===== src/rtl/freq_meas_pkg.sv =====
// Shared types for the reciprocal frequency counter measurement sequencer.
// Result records are sized by MEAS_CNT_W for downstream consumers at the default width.
package freq_meas_pkg;

  localparam int MEAS_CNT_W = 32;

  typedef enum logic [1:0] {
    IDLE = 2'd0,
    ARM  = 2'd1,
    GATE = 2'd2,
    DONE = 2'd3
  } meas_state_t;

  typedef struct packed {
    logic [MEAS_CNT_W-1:0] nx;
    logic [MEAS_CNT_W-1:0] ns;
    logic                  timeout;
  } meas_res_t;

  function automatic logic state_busy(input meas_state_t s);
    return (s == ARM) || (s == GATE);
  endfunction

endpackage


===== src/rtl/freq_meas_ctrl_edge_sync.sv =====
// Synchronizes the asynchronous measured signal into clk_fs and emits a one-cycle
// pulse on each real 0->1 transition.
module fx_edge_sync #(
  parameter int SYNC_STAGES = 2
) (
  input  logic clk_fs,
  input  logic rst,
  input  logic fx_in,
  output logic fx_rise
);

  logic [SYNC_STAGES-1:0] sync_q, sync_d;
  logic                   edge_q, edge_d;

  always_comb begin
    sync_d = {sync_q[SYNC_STAGES-2:0], fx_in};
    edge_d = sync_q[SYNC_STAGES-1];
  end

  // Reset high so a signal already high at reset release is not mistaken for an edge.
  always_ff @(posedge clk_fs) begin
    if (rst) begin
      sync_q <= '1;
      edge_q <= 1'b1;
    end else begin
      sync_q <= sync_d;
      edge_q <= edge_d;
    end
  end

  assign fx_rise = sync_q[SYNC_STAGES-1] & ~edge_q;

endmodule


===== src/rtl/freq_meas_ctrl.sv =====
// Gate-window sequencer: opens and closes on synchronized fx edges, counts fx periods
// and reference cycles across the window, and hands the raw counts out via valid/ready.
module freq_meas_ctrl
  import freq_meas_pkg::*;
#(
  parameter int CNT_W          = 32,
  parameter int GATE_CYCLES    = 50_000_000,
  parameter int TIMEOUT_CYCLES = 100_000_000,
  parameter int SYNC_STAGES    = 2
) (
  input  logic             clk_fs,
  input  logic             rst,
  input  logic             fx_in,
  input  logic             start,
  input  logic             cont,
  output logic             busy,
  output logic             res_valid,
  input  logic             res_ready,
  output logic [CNT_W-1:0] res_nx,
  output logic [CNT_W-1:0] res_ns,
  output logic             res_timeout
);

  if (GATE_CYCLES < 2) begin : g_bad_gate
    $error("GATE_CYCLES must be at least 2");
  end
  if (SYNC_STAGES < 2) begin : g_bad_sync
    $error("SYNC_STAGES must be at least 2");
  end
  if (TIMEOUT_CYCLES <= GATE_CYCLES) begin : g_bad_tmo_order
    $error("TIMEOUT_CYCLES must exceed GATE_CYCLES");
  end
  if ((64'(TIMEOUT_CYCLES) >> CNT_W) != 64'd0) begin : g_bad_tmo_width
    $error("TIMEOUT_CYCLES must fit in CNT_W bits");
  end

  localparam logic [CNT_W-1:0] GATE_LIM = CNT_W'(GATE_CYCLES);
  localparam logic [CNT_W-1:0] TMO_LIM  = CNT_W'(TIMEOUT_CYCLES);

  meas_state_t      state_q, state_d;
  logic [CNT_W-1:0] tmo_q, tmo_d;
  logic [CNT_W-1:0] ns_q, ns_d;
  logic [CNT_W-1:0] nx_q, nx_d;
  logic [CNT_W-1:0] res_nx_q, res_nx_d;
  logic [CNT_W-1:0] res_ns_q, res_ns_d;
  logic             res_to_q, res_to_d;

  logic             fx_rise;
  logic [CNT_W-1:0] tmo_inc, ns_inc, nx_inc;
  logic             arm_expire, gate_close, gate_expire;

  fx_edge_sync #(
    .SYNC_STAGES (SYNC_STAGES)
  ) u_edge_sync (
    .clk_fs  (clk_fs),
    .rst     (rst),
    .fx_in   (fx_in),
    .fx_rise (fx_rise)
  );

  always_comb begin
    tmo_inc     = tmo_q + 1'b1;
    ns_inc      = ns_q + 1'b1;
    nx_inc      = nx_q + CNT_W'(fx_rise);
    arm_expire  = (tmo_inc == TMO_LIM);
    gate_close  = fx_rise && (ns_inc >= GATE_LIM);
    gate_expire = (ns_inc == TMO_LIM);
  end

  always_ff @(posedge clk_fs) begin
    if (rst) begin
      state_q <= IDLE;
    end else begin
      state_q <= state_d;
    end
  end

  // A closing edge wins over a coincident timeout.
  always_comb begin
    state_d = state_q;
    case (state_q)
      IDLE: if (start) state_d = ARM;
      ARM: begin
        if (fx_rise)         state_d = GATE;
        else if (arm_expire) state_d = DONE;
      end
      GATE: if (gate_close || gate_expire) state_d = DONE;
      DONE: if (res_ready) state_d = cont ? ARM : IDLE;
      default: state_d = IDLE;
    endcase
  end

  always_comb begin
    busy      = state_busy(state_q);
    res_valid = (state_q == DONE);
  end

  always_comb begin
    tmo_d    = tmo_q;
    ns_d     = ns_q;
    nx_d     = nx_q;
    res_nx_d = res_nx_q;
    res_ns_d = res_ns_q;
    res_to_d = res_to_q;
    case (state_q)
      IDLE: tmo_d = '0;
      ARM: begin
        if (fx_rise) begin
          ns_d = '0;
          nx_d = '0;
        end else begin
          tmo_d = tmo_inc;
          if (arm_expire) begin
            res_nx_d = '0;
            res_ns_d = '0;
            res_to_d = 1'b1;
          end
        end
      end
      GATE: begin
        ns_d = ns_inc;
        nx_d = nx_inc;
        if (gate_close) begin
          res_nx_d = nx_inc;
          res_ns_d = ns_inc;
          res_to_d = 1'b0;
        end else if (gate_expire) begin
          res_nx_d = nx_inc;
          res_ns_d = TMO_LIM;
          res_to_d = 1'b1;
        end
      end
      DONE: tmo_d = '0;
      default: tmo_d = '0;
    endcase
  end

  always_ff @(posedge clk_fs) begin
    if (rst) begin
      tmo_q    <= '0;
      ns_q     <= '0;
      nx_q     <= '0;
      res_nx_q <= '0;
      res_ns_q <= '0;
      res_to_q <= 1'b0;
    end else begin
      tmo_q    <= tmo_d;
      ns_q     <= ns_d;
      nx_q     <= nx_d;
      res_nx_q <= res_nx_d;
      res_ns_q <= res_ns_d;
      res_to_q <= res_to_d;
    end
  end

  assign res_nx      = res_nx_q;
  assign res_ns      = res_ns_q;
  assign res_timeout = res_to_q;

endmodule

===== config.mk =====
export PLATFORM = sky130hd
export DESIGN_NAME = freq_meas_ctrl
export DESIGN_NICKNAME = d
export VERILOG_FILES = /design/src/rtl/freq_meas_pkg.sv /design/src/rtl/freq_meas_ctrl_edge_sync.sv /design/src/rtl/freq_meas_ctrl.sv
export SDC_FILE = /design/constraint.sdc
export NUM_CORES = 1
export LEC_CHECK = 0
export BUFFER_PORTS_ARGS = -buffer_cell sky130_fd_sc_hd__buf_2
export CAP_MARGIN = 5
export CORE_MARGIN = 4
export CORE_UTILIZATION = 35
export CTS_CLUSTER_DIAMETER = 100
export DETAILED_ROUTE_END_ITERATION = 10
export PLACE_DENSITY = 0.58
export SLEW_MARGIN = 10
export SYNTH_ARGS = -nofsm -noshare
export SYNTH_HDL_FRONTEND = slang
export SYNTH_SLANG_ARGS = --single-unit

===== constraint.sdc =====
create_clock -name clk_fs -period 10.95 [get_ports clk_fs]
set_input_delay 0.5475 -clock clk_fs [delete_from_list [all_inputs] [get_ports clk_fs]]
set_output_delay 0.5475 -clock clk_fs [all_outputs]
set_load 0.02 [all_outputs]

==> results.txt <==
- Routed len/inst: 16.2 um
- N_diodes: 0
* Placed cell count: 1452
- TritonCTS built the clock tree.
- 73 I/O pins were placed.
- Power comes to 1.58 mW.
* Top cells by area in the synthesized netlist: dfxtp_1, nor2_1, nand2_1
- Sum Neg Setup Slack: 0 ns
* Relative contribution of the clock network to total power: 37.0%
* Kind of path behind the tightest hold check: in -> reg
- Final routed DRC violation total: 0
- Final routed wirelength across all metal layers: 24000 um
* Unrepaired setup endpoints after global routing: false
- At the end of routability-driven placement, the weighted congestion stood at a little under 0.9.
* Required time reported for the critical path endpoint: 11.32 ns
* Detailed placer's ending HPWL: approximately 16000 um
* Initial antenna violation count: 0
* Leakage power: around 3.6 nW
- Final hold violation count: 0
- Yosys top cell by area: dfxtp_1
- During placement, the flow inserted port buffers numbering 72.
* Transition time at the pin with the least slew margin: between 1 and 1.5 ns
- Leaving out filler cells and counting taps, the final layout contains 1482.
- Of the available clock period, the critical path in the final layout requires between 40% and 50%.
* Highest ir drop seen on vdd: roughly 0.00011 V
* Cells after Synth: between 1000 and 1500
* CTS H-tree lvls: 4
- For this run, the share of the core covered by cells in the final layout is 39.7%.
* Pin count of the biggest net entering global routing: 87
- The share of total power dissipated in combinational logic is approximately a quarter.
* Die outline area: about 29000 sq um
- Hold timing on the final database bottoms out at a slack of 0.306 ns.
* Post-route worst setup slack: 6.17 ns
- Number of max-slew violations in the final report: 0
- The die is between 150 and 200 um tall.
* Portion of the post-synthesis area used by sequential elements: 36.6%
- The detailed router finished its first iteration with 641 violations.
- Per-instance average area after synthesis: 7.97 sq um
- In the global route stage, overall resource usage came out at approximately 17%.
- When the netlist entered floorplanning its net count stood at 1156.
- The synthesized design contains about 170 register bits.
* Power per unit of standard cell area: between 150 and 200 nW/um^2
- Final #Nets: approximately 1200
* Fraction of power spent switching nets: 35.2%
- Static timing analysis puts the maximum clock frequency at 209 MHz.
* Core area: around 25000 sq um
- Post-CTS setup repair buffer count: 0
* Maximum clock skew at final layout: 0.0172 ns
- In this run, distinct cell masters in the synthesized netlist total 69.
* Area share of the largest cell type after synthesis: between 30% and 40%
- Counting the buffers created by CTS gives 17.
- The initial utilization of the core area, before any placement, comes to ~36%.
* Final Setup Violations: 0
- Final critical-path required period: ~4.8 ns
- CP Launch Type: register
* P_sw: 0.556 mW
* Fraction of registers with async set/reset: 0%
- Of all nets on the critical path, the largest fanout is 23.
- Resized cells post-CTS: 0
- Once layout is done, the placed cells without fillers occupy 10100 sq um.
- Placed Area: between 9000 and 10000 sq um
* Seq pwr share: between 30% and 40%
* Via count: about 8100
- For this run, the number of Yosys warnings is 0.
- By startpoint and endpoint, the worst setup path is classified as reg -> reg.
- Fraction of layout cells with a size suffix above 1: 13.6%
- For the worst setup path, the data arrival time is a little over 5 ns.
- The floorplan step set the die width to 169 um.
- OpenSTA, run right after detailed placement, puts the worst setup slack at 6.22 ns.
- Run status: finished clean
- Clock-pin slew was measured on the worst setup and hold paths at 0.07 ns.
* P_int: 1.02 mW
- Iteration count of the initial detailed-routing pass: 5
- Using the TritonRoute via totals, the vias-per-cell ratio works out to between 5 and 6.
- Max-cap violations in this run came to 0.
- Final ANT Viol Nets: 0
* Largest buffer count on any clock path: 2
* Clock sinks: approximately 170
* Leading register cell type out of synthesis: dfxtp_1
- Summed over all layers, the global routing overflow is 0.
- The number of hold buffers added after CTS was 0.
- Worst Setup End Kind: register
- Compared with the post-synthesis result, the final layout area differs by 10.9%.
* EDFF count, synth: 0
* Row count: 58
- In this run the clock root is driven by a clkbuf_16.
* Mapped cell area: 9090 sq um
- The later pin in the worst-skew pair is clocked with a latency of 0.44 ns.
- The first global-routing pass estimated 39900 um of wire.
* Number of global-route vias before repair: 7325
* Slew margin rel.: 27.8%
==> cells in the mapped netlist (4+ instances only) <==
library cell	instances
ha_1	10
nand2_1	115
nor2_1	144
a311oi_1	11
a22oi_1	18
or3_1	11
a22o_1	23
or2_2	6
a31oi_1	7
xnor2_1	33
o21a_1	5
buf_4	11
nor3_1	38
nor4_1	18
nor3b_1	5
nand3_1	50
and3_1	16
nand2b_1	14
mux2i_1	12
o21ai_0	46
or4_1	12
clkbuf_1	77
and2_1	12
a211oi_1	9
a21oi_1	75
nand4_1	35
nor2b_1	4
dfxtp_1	166
a32o_1	4
xor2_1	30
o31ai_1	4
inv_1	18
buf_2	9
and4_1	10
o2bb2ai_2	20
o2bb2ai_1	10
nand3b_1	4
==> cells in the final DEF, fill, tap and decap left out, types with 5 or more instances in the layout <==
cell,netlist,final
nand2b_1,14,14
dfxtp_1,166,166
o2bb2ai_2,20,20
a22oi_1,18,18
nor4_1,18,18
xnor2_1,33,33
ha_1,10,10
o21a_1,5,5
nor2_1,144,144
nand3_1,50,50
a22o_1,23,23
mux2i_1,12,12
o2bb2ai_1,10,10
inv_6,0,5
and2_1,12,12
nand2_1,115,115
nor3b_1,5,5
a31oi_1,7,7
or3_1,11,11
nor3_1,38,37
buf_4,11,13
and3_1,16,16
or4_1,12,12
o21ai_0,46,46
inv_1,18,18
a211oi_1,9,9
xor2_1,30,30
a21oi_1,75,75
and4_1,10,10
a311oi_1,11,11
nand4_1,35,35
or2_2,6,6
buf_2,9,71
clkbuf_16,0,17
==> metal layers <==
layer	vias up	global-route usage (%)	part of all wire, %
li1	4080	-	-
met1	3781	24.6	50
met2	177	25.3	44
met3	30	2.59	4.1
met4	0	5.95	2.3
met5	-	0	0
==> state kept, by name (all words and copies together) (netlist names) <==
name and count:
ns_q 32, res_nx 32, nx_q 32, res_timeout 1, state_q 2, u_edge_sync.edge_q 1
res_ns 32, tmo_q 32, u_edge_sync.sync_q 2
==> critical path: stages (launching register included) <==
cell and delay (ns):
dfxtp_1 0.51, nand4_1 0.47, or4_1 0.85, nor3_2 0.43, nand3_1 0.12, a221o_1 0.40
or4_4 0.57, o31ai_2 0.27, and3b_1 0.85, a22o_1 0.23
==> path summary, 6_finish.rpt <==
check                                        start                          endpoint  slack [ns]  cells after the start
setup / recovery              ns_q[5]$_SDFFE_PP0P_           res_ns[24]$_SDFFE_PP0P_        6.17                      9
hold reg to reg   u_edge_sync.sync_q[0]$_SDFF_PP1_  u_edge_sync.sync_q[1]$_SDFF_PP1_        0.42                      1
setup reg to reg              ns_q[5]$_SDFFE_PP0P_           res_ns[24]$_SDFFE_PP0P_        6.17                      9
hold / removal                               fx_in  u_edge_sync.sync_q[0]$_SDFF_PP1_        0.31                      2
==> kinds of logic after synthesis <==
family	synth area share, %
compound gates	20.5
xor+xnor	6.07
fa+ha+maj	1.38
buf+inv	5.74
flops	36.6
mux	1.45
simple gates	28.3
==> layout make-up <==
| cell class | count | area [sq um] |
|---|---|---|
| clock buffers | 18 | 439 |
| clock inverters | 12 | 119 |
| fillers | 2627 | 15300 |
| inverters | 19 | 71.3 |
| multi-input cells | 853 | 5260 |
| flip-flops and latches | 166 | 3320 |
| well taps | 330 | 413 |
| repair buffers | 84 | 453 |
==> power groups by stage <==
| stage | Sequential, mW | Clock [mW] | Combinational [mW] |
|---|---|---|---|
| 5_1_grt | 0.619 | 0.626 | 0.428 |
| 3_5_place_dp | 0.632 | 0 | 0.377 |
| 4_1_cts | 0.618 | 0.599 | 0.379 |
| 2_1_floorplan | 0.628 | 0 | 0.269 |
| 3_3_place_gp | 0.631 | 0 | 0.376 |
| 6_report | 0.618 | 0.585 | 0.377 |
(Power assumes the default switching activity.)
